===== config.mk =====
export PLATFORM = sky130hd
export DESIGN_NAME = regfile_wb_arbiter_flat
export DESIGN_NICKNAME = d
export VERILOG_FILES = /design/src/rtl/rf_pkg.sv /design/src/rtl/regfile_wb_arbiter_if.sv /design/src/rtl/rf_scoreboard.sv /design/src/rtl/regfile_wb_arbiter.sv /design/src/flat_wrapper.sv
export SDC_FILE = /design/constraint.sdc
export NUM_CORES = 1
export LEC_CHECK = 0
export ABC_AREA = 1
export CORE_MARGIN = 2
export CORE_UTILIZATION = 40
export CTS_BUF_LIST = sky130_fd_sc_hd__clkbuf_2 sky130_fd_sc_hd__clkbuf_4 sky130_fd_sc_hd__clkbuf_8
export DETAILED_ROUTE_END_ITERATION = 8
export PLACE_DENSITY = 0.68
export SLEW_MARGIN = 40
export SYNTH_ARGS = -nofsm -noshare
export SYNTH_HDL_FRONTEND = slang
export SYNTH_HIERARCHICAL = 1
export SYNTH_SLANG_ARGS = --single-unit

===== constraint.sdc =====
create_clock -name clk -period 3.64 [get_ports clk]
set_input_delay 0.728 -clock clk [delete_from_list [all_inputs] [get_ports clk]]
set_output_delay 0.728 -clock clk [all_outputs]
set_load 0.1 [all_outputs]

===== src/rtl/rf_pkg.sv =====
// -----------------------------------------------------------------------------
// rf_pkg
// Shared register-file constants and types. Used by the write-port arbiter,
// its scoreboard and the core decode logic.
//   NUM_REGS - number of architectural registers
//   ADDR_W   - register address width
//   DATA_W   - register data width
//   REG_ZERO - hard-wired zero register; writes to it are discarded
// -----------------------------------------------------------------------------
package rf_pkg;

    localparam int NUM_REGS = 32;
    localparam int ADDR_W   = 5;
    localparam int DATA_W   = 32;

    typedef logic [ADDR_W-1:0] addr_t;
    typedef logic [DATA_W-1:0] data_t;

    localparam addr_t REG_ZERO = {ADDR_W{1'b0}};

    // Source currently owning the register-file write port
    typedef enum logic [1:0] {
        GNT_NONE = 2'd0,
        GNT_CORE = 2'd1,
        GNT_BUF  = 2'd2
    } gnt_src_e;

    // True for any register that actually holds state (everything but r0)
    function automatic logic is_real_reg(input addr_t addr);
        return (addr != REG_ZERO);
    endfunction

endpackage


===== src/rtl/regfile_wb_arbiter_if.sv =====
// -----------------------------------------------------------------------------
// regfile_wb_arbiter_if
// Bundles the core writeback, core decode sources, MDU issue/result handshake
// and register-file write port seen by regfile_wb_arbiter.
//   slave  modport : the arbiter (drives mdu_ready, reg_write, write_reg,
//                    write_data, stall, sb_err)
//   master modport : the surrounding core / MDU / register file
// -----------------------------------------------------------------------------
interface regfile_wb_arbiter_if;
    import rf_pkg::*;

    // core writeback and decode
    logic  core_wr_en;
    addr_t core_wr_addr;
    data_t core_wr_data;
    addr_t core_rs;
    addr_t core_rt;

    // MDU issue and result handshake
    logic  mdu_issue;
    addr_t mdu_issue_dst;
    logic  mdu_valid;
    logic  mdu_ready;
    addr_t mdu_addr;
    data_t mdu_data;

    // register-file write port and status back to the core
    logic  reg_write;
    addr_t write_reg;
    data_t write_data;
    logic  stall;
    logic  sb_err;

    modport slave (
        input  core_wr_en, core_wr_addr, core_wr_data, core_rs, core_rt,
        input  mdu_issue, mdu_issue_dst, mdu_valid, mdu_addr, mdu_data,
        output mdu_ready, reg_write, write_reg, write_data, stall, sb_err
    );

    modport master (
        output core_wr_en, core_wr_addr, core_wr_data, core_rs, core_rt,
        output mdu_issue, mdu_issue_dst, mdu_valid, mdu_addr, mdu_data,
        input  mdu_ready, reg_write, write_reg, write_data, stall, sb_err
    );

endinterface


===== src/rtl/rf_scoreboard.sv =====
// -----------------------------------------------------------------------------
// rf_scoreboard
// Busy-register tracking for long-latency MDU destinations.
//   clk, rst          - clock, synchronous active-high reset
//   set_en, set_addr  - MDU issue: mark destination busy (r0 ignored)
//   clr_en, clr_addr  - buffered MDU result drained: mark register free
//   rs, rt            - core decode sources checked for RAW hazards
//   wr_en, wr_addr    - core writeback checked for WAW hazards
//   hazard            - combinational RAW/WAW hazard indication
//   sb_err            - sticky: MDU issued to a register that was still busy
// -----------------------------------------------------------------------------
module rf_scoreboard
    import rf_pkg::*;
(
    input  logic  clk,
    input  logic  rst,
    input  logic  set_en,
    input  addr_t set_addr,
    input  logic  clr_en,
    input  addr_t clr_addr,
    input  addr_t rs,
    input  addr_t rt,
    input  logic  wr_en,
    input  addr_t wr_addr,
    output logic  hazard,
    output logic  sb_err
);

    logic [NUM_REGS-1:0] busy_q;
    logic [NUM_REGS-1:0] busy_d;
    logic                sb_err_q;
    logic                sb_err_d;
    logic                set_real;
    logic                clr_same;

    // Next busy vector and error flag: clear first, then set so set wins
    always_comb begin
        busy_d   = busy_q;
        sb_err_d = sb_err_q;
        set_real = set_en && is_real_reg(set_addr);
        clr_same = clr_en && (clr_addr == set_addr);

        if (clr_en) begin
            busy_d[clr_addr] = 1'b0;
        end else begin
            busy_d = busy_q;
        end

        if (set_real) begin
            busy_d[set_addr] = 1'b1;
            // a register being freed this very cycle is not a double issue
            if (busy_q[set_addr] && !clr_same) begin
                sb_err_d = 1'b1;
            end else begin
                sb_err_d = sb_err_q;
            end
        end else begin
            sb_err_d = sb_err_q;
        end

        busy_d[REG_ZERO] = 1'b0;
    end

    // RAW on either source, WAW on the core destination; r0 never hazards
    always_comb begin
        hazard = (busy_q[rs] && is_real_reg(rs))
               | (busy_q[rt] && is_real_reg(rt))
               | (wr_en && busy_q[wr_addr] && is_real_reg(wr_addr));
    end

    // Busy vector and sticky error register
    always_ff @(posedge clk) begin
        if (rst) begin
            busy_q   <= {NUM_REGS{1'b0}};
            sb_err_q <= 1'b0;
        end else begin
            busy_q   <= busy_d;
            sb_err_q <= sb_err_d;
        end
    end

    assign sb_err = sb_err_q;

endmodule


===== src/rtl/regfile_wb_arbiter.sv =====
// -----------------------------------------------------------------------------
// regfile_wb_arbiter
// Owns the single register-file write port. The core writeback has priority
// and is granted in the same cycle; MDU results land in a one-entry buffer
// and drain whenever the core leaves the port free. A buffer denied the port
// for STARVE_LIMIT cycles stalls the core so it can drain.
//   clk  - clock
//   rst  - synchronous active-high reset; forces reg_write/mdu_ready/stall low
//   bus  - regfile_wb_arbiter_if.slave: core writeback/decode, MDU issue and
//          result handshake, register-file write port, stall, sb_err
// -----------------------------------------------------------------------------
module regfile_wb_arbiter
    import rf_pkg::*;
#(
    parameter int STARVE_LIMIT = 4
)
(
    input  logic                 clk,
    input  logic                 rst,
    regfile_wb_arbiter_if.slave  bus
);

    localparam int             CNT_W      = $clog2(STARVE_LIMIT + 1);
    localparam logic [CNT_W-1:0] STARVE_MAX = CNT_W'(STARVE_LIMIT);

    logic             buf_valid_q;
    logic             buf_valid_d;
    addr_t            buf_addr_q;
    addr_t            buf_addr_d;
    data_t            buf_data_q;
    data_t            buf_data_d;
    logic [CNT_W-1:0] starve_cnt_q;
    logic [CNT_W-1:0] starve_cnt_d;

    logic     mdu_ready;
    logic     accept;
    logic     hazard;
    logic     starve;
    logic     stall_raw;
    logic     core_go;
    logic     drain;
    logic     sb_err;
    gnt_src_e gnt;
    addr_t    sel_addr;
    data_t    sel_data;

    rf_scoreboard u_scoreboard (
        .clk      (clk),
        .rst      (rst),
        .set_en   (bus.mdu_issue),
        .set_addr (bus.mdu_issue_dst),
        .clr_en   (drain),
        .clr_addr (buf_addr_q),
        .rs       (bus.core_rs),
        .rt       (bus.core_rt),
        .wr_en    (bus.core_wr_en),
        .wr_addr  (bus.core_wr_addr),
        .hazard   (hazard),
        .sb_err   (sb_err)
    );

    // Handshake, stall and grant decision; all gated off while in reset
    always_comb begin
        mdu_ready = !rst && !buf_valid_q;
        accept    = bus.mdu_valid && mdu_ready;
        starve    = buf_valid_q && (starve_cnt_q == STARVE_MAX);
        stall_raw = hazard | starve;
        core_go   = !rst && bus.core_wr_en && !stall_raw;
        drain     = !rst && !core_go && buf_valid_q;

        if (core_go) begin
            gnt = GNT_CORE;
        end else if (drain) begin
            gnt = GNT_BUF;
        end else begin
            gnt = GNT_NONE;
        end
    end

    // Write-port mux; idle port drives zeros
    always_comb begin
        case (gnt)
            GNT_CORE: begin
                sel_addr = bus.core_wr_addr;
                sel_data = bus.core_wr_data;
            end
            GNT_BUF: begin
                sel_addr = buf_addr_q;
                sel_data = buf_data_q;
            end
            default: begin
                sel_addr = REG_ZERO;
                sel_data = {DATA_W{1'b0}};
            end
        endcase
    end

    // Buffer load/drain; load needs an empty buffer so it never meets a drain
    always_comb begin
        buf_valid_d = buf_valid_q;
        buf_addr_d  = buf_addr_q;
        buf_data_d  = buf_data_q;
        if (accept) begin
            buf_valid_d = 1'b1;
            buf_addr_d  = bus.mdu_addr;
            buf_data_d  = bus.mdu_data;
        end else if (drain) begin
            buf_valid_d = 1'b0;
        end else begin
            buf_valid_d = buf_valid_q;
        end
    end

    // Count cycles a full buffer is denied the port, saturating at the limit
    always_comb begin
        starve_cnt_d = starve_cnt_q;
        if (!buf_valid_q || drain) begin
            starve_cnt_d = {CNT_W{1'b0}};
        end else if (starve_cnt_q != STARVE_MAX) begin
            starve_cnt_d = starve_cnt_q + CNT_W'(1);
        end else begin
            starve_cnt_d = starve_cnt_q;
        end
    end

    // Buffer and starvation counter registers
    always_ff @(posedge clk) begin
        if (rst) begin
            buf_valid_q  <= 1'b0;
            buf_addr_q   <= REG_ZERO;
            buf_data_q   <= {DATA_W{1'b0}};
            starve_cnt_q <= {CNT_W{1'b0}};
        end else begin
            buf_valid_q  <= buf_valid_d;
            buf_addr_q   <= buf_addr_d;
            buf_data_q   <= buf_data_d;
            starve_cnt_q <= starve_cnt_d;
        end
    end

    assign bus.mdu_ready  = mdu_ready;
    assign bus.stall      = !rst && stall_raw;
    // r0 writes are suppressed but still retire the buffered result
    assign bus.reg_write  = (gnt != GNT_NONE) && is_real_reg(sel_addr);
    assign bus.write_reg  = sel_addr;
    assign bus.write_data = sel_data;
    assign bus.sb_err     = sb_err;

endmodule


===== src/flat_wrapper.sv =====
// flat-port wrapper written by rule: the top's interface ports become plain ports
module regfile_wb_arbiter_flat import rf_pkg::*;
#(
    parameter int STARVE_LIMIT = 4
)
  (clk, rst, bus_core_wr_en, bus_core_wr_addr, bus_core_wr_data, bus_core_rs, bus_core_rt, bus_mdu_issue, bus_mdu_issue_dst, bus_mdu_valid, bus_mdu_addr, bus_mdu_data, bus_mdu_ready, bus_reg_write, bus_write_reg, bus_write_data, bus_stall, bus_sb_err);
  regfile_wb_arbiter_if bus_i ();
  input  logic clk;
  input  logic rst;
  input wire logic [$bits(bus_i.core_wr_en)-1:0] bus_core_wr_en;
  input wire logic [$bits(bus_i.core_wr_addr)-1:0] bus_core_wr_addr;
  input wire logic [$bits(bus_i.core_wr_data)-1:0] bus_core_wr_data;
  input wire logic [$bits(bus_i.core_rs)-1:0] bus_core_rs;
  input wire logic [$bits(bus_i.core_rt)-1:0] bus_core_rt;
  input wire logic [$bits(bus_i.mdu_issue)-1:0] bus_mdu_issue;
  input wire logic [$bits(bus_i.mdu_issue_dst)-1:0] bus_mdu_issue_dst;
  input wire logic [$bits(bus_i.mdu_valid)-1:0] bus_mdu_valid;
  input wire logic [$bits(bus_i.mdu_addr)-1:0] bus_mdu_addr;
  input wire logic [$bits(bus_i.mdu_data)-1:0] bus_mdu_data;
  output wire logic [$bits(bus_i.mdu_ready)-1:0] bus_mdu_ready;
  output wire logic [$bits(bus_i.reg_write)-1:0] bus_reg_write;
  output wire logic [$bits(bus_i.write_reg)-1:0] bus_write_reg;
  output wire logic [$bits(bus_i.write_data)-1:0] bus_write_data;
  output wire logic [$bits(bus_i.stall)-1:0] bus_stall;
  output wire logic [$bits(bus_i.sb_err)-1:0] bus_sb_err;
  assign bus_i.core_wr_en = bus_core_wr_en;
  assign bus_i.core_wr_addr = bus_core_wr_addr;
  assign bus_i.core_wr_data = bus_core_wr_data;
  assign bus_i.core_rs = bus_core_rs;
  assign bus_i.core_rt = bus_core_rt;
  assign bus_i.mdu_issue = bus_mdu_issue;
  assign bus_i.mdu_issue_dst = bus_mdu_issue_dst;
  assign bus_i.mdu_valid = bus_mdu_valid;
  assign bus_i.mdu_addr = bus_mdu_addr;
  assign bus_i.mdu_data = bus_mdu_data;
  assign bus_mdu_ready = bus_i.mdu_ready;
  assign bus_reg_write = bus_i.reg_write;
  assign bus_write_reg = bus_i.write_reg;
  assign bus_write_data = bus_i.write_data;
  assign bus_stall = bus_i.stall;
  assign bus_sb_err = bus_i.sb_err;
  regfile_wb_arbiter #(.STARVE_LIMIT(STARVE_LIMIT)) u_core (.clk(clk), .rst(rst), .bus(bus_i));
endmodule

==> results.tsv <==
metric	value	unit
yosys.area.top_type_share	30.49	%
vias_per_cell	5.356	
yosys.area.top_type	dfxtp_1	
timing.rr.start	u_core/u_scoreboard/busy_q[20]	
worstSetupStartpointType	input pin	
htree_num_levels	3	
antenna_left	0	
drtPass1Iterations	7	
portBuffers	134	
grt_pass1_wl	28400	microns
synth_ff_type	dfxtp_1	
p_leak	0.003136	uW
placed_area	6903	sq um
die_h	113.5	microns
crit_fanout	12	
cp.required	2910	ps
wl_per_cell	16.06	microns
post-route-min-period	3468	ps
rsz0062_at_grt	false	
antenna_found_initial	0	
route.detailed.drc	1	
final_max_slew_viol_count	0	
syn_area_per_cell	5.984	sq um
cts_inserted_buffers	9	
synth-seq-cells	73	
reg2reg_depth	20	
setup_violations	0	
routed_wirelength	17720	microns
vias	5908	
fp-row-count	39	
slew-limit-headroom	49.59	%
layout-drive-gt1-share	18.96	%
nets	1051	
post_synth_instance_area	4793	sq um
crit_start	bus_core_wr_addr[3]	
period_share	95.29	%
max_cap_violations	0	
fin_area	7352	sq um
syn-num-nets	897	
fin_util	63.57	%
path_class	input pin to primary output	
skew	15.29	ps
grt_usage	27.62	%
clk_latency	350	ps
endpoint	bus_write_data[9]	
drt-initial-drc-count	479	
dieArea	12880	sq um
hold_path_class	register to register	
grt_overflow	0	
rr_endpoint	u_core/u_scoreboard/busy_q[8]	
hpwl	13110	microns
path_clk_slew	80	ps
synthTopCellsByArea	dfxtp_1 (30%), nand2_1 (22%), nand3_1 (8.0%)	
async_flop_share	0	%
cts_tree	yes	
synthDistinctLibCells	30	
die_x	113.5	microns
dp_slack	-338.1	ps
first_global_vias	5878	
p_per_area	319.4	nW/um^2
fmax	288.3	MHz
clock_path_buffers	2	
yosysWarnings	6	
place_congestion	0.9215	
violations	DRC	
postCtsHoldBufs	0	
rrSetupSlack	1000	ps
hold_viol_final	0	
synth_edf_count	0	
endpoint_kind	primary output	
syn_inst	801	
seq_area_frac_synth	30.49	%
status	finished, violations left	
area_growth	53.38	%
worstMarginPinSlew	756.1	ps
grt_max_degree	70	
setup_ws	171.5	ps
core	11560	sq um
clockRootBuffer	clkbuf_8	
ios	135	
worst_ir_drop_vdd	0.0002098	V
antenna_cells	0	
arrival	2740	ps
initial_core_util	41.45	%
clock-sinks	73	
[area by class of cell]
cell class | count | area, sq um
Fill cell | 1031 | 4213
Multi-Input combinational cell | 595 | 2955
Timing Repair Buffer | 178 | 2152
Sequential cell | 73 | 1461
Inverter | 98 | 382.9
Tap cell | 143 | 178.9
Clock buffer | 10 | 131.4
Clock inverter | 6 | 90.09
[where the power goes]
group          switching (uW)  internal, uW
clock                     336           397
combinational             462           305
sequential               17.8           831
total                     816          1530
[critical path: stages]
cell,delay (ps)
dlygate4sd2_1,280
nor2_2,180
inv_1,60
o21ai_1,140
nand2_1,70
nand3_1,80
nand3_1,70
nand2_1,80
nand2_1,50
nand2_1,70
inv_2,60
nand3_4,110
nand2_4,90
bufbuf_16,310
o21ai_2,170
buf_12,190
[worst min path at each step]
stage / from / endpoint / slack (ps) / cells after the start
6_report: u_core/u_scoreboard/sb_err / u_core/u_scoreboard/sb_err / 460 / 2
5_1_grt: u_core/u_scoreboard/sb_err / u_core/u_scoreboard/sb_err / 480 / 2
4_1_cts: u_core/u_scoreboard/sb_err / u_core/u_scoreboard/sb_err / 470 / 2
3_5_place_dp: u_core/buf_data_q[25] / u_core/buf_data_q[25] / 460 / 2
3_3_place_gp: u_core/u_scoreboard/sb_err / u_core/u_scoreboard/sb_err / 450 / 2
2_1_floorplan: u_core/buf_data_q[0] / u_core/buf_data_q[0] / 440 / 2
[Yosys cell counts (3+ instances only)]
cell	number
nor2_2	3
o21ai_1	40
a31oi_1	3
clkbuf_1	5
inv_2	9
buf_4	5
nand3_1	77
inv_1	88
nand2_2	4
nor2_1	54
nand2_1	278
a21oi_1	39
o22ai_1	3
a211oi_1	32
buf_2	24
dfxtp_1	73
o211ai_1	7
nor3_2	8
o21ai_0	35
[timing repair]
item,4_1_cts,5_1_grt
pin swaps,5,5
buffers inserted,1,0
gates cloned,1,1
endpoints found under the setup margin,39,39
resized for setup,52,33
[per-stage QoR]
step	total power, uW	TNS (ps)	hold WS (ps)	cells
after detailed placement	1596	-8789	455.4	1084
final	2349	0	464.2	1103
after global placement	1588	-7796	446.4	1084
after CTS	2340	-245.8	468.5	1102
after floorplan	1267	-15530	439.7	801
after global routing	2453	0	479.3	1103
[routing by layer]
layer	up-vias	routed length, microns	global-route usage (%)
li1	2908	-	-
met1	2638	6921	33.25
met2	316	8251	46.03
met3	46	1868	7.864
met4	0	675	12.28
met5	-	0	0
[kinds of logic after synthesis]
kind of cell,synth area share [%]
buffers and inverters,11.49
AO/OA/AOI/OAI,18.98
AND/OR/NAND/NOR,38.16
XOR/XNOR,0.3655
adder cells (fa/ha/maj),0.5220
flip-flops,30.49
[registers in the layout (all words and copies together), names as in the netlist]
signal,flops
u_core/buf_valid_q,1
u_core/u_scoreboard/sb_err,1
u_core/buf_data_q,32
u_core/buf_addr_q,5
u_core/u_scoreboard/busy_q,31
u_core/starve_cnt_q,3
[cells in the final DEF, fill, tap and decap left out, drive strengths merged, types with 32 or more instances in the layout]
cell type	instances
buf	85
dfxtp	73
o21ai	75
nand2	282
clkdlybuf4s50	80
a211oi	32
a21oi	40
inv	98
nand3	78
nor2	57
Note: power is estimated with default switching activity, not from simulation.
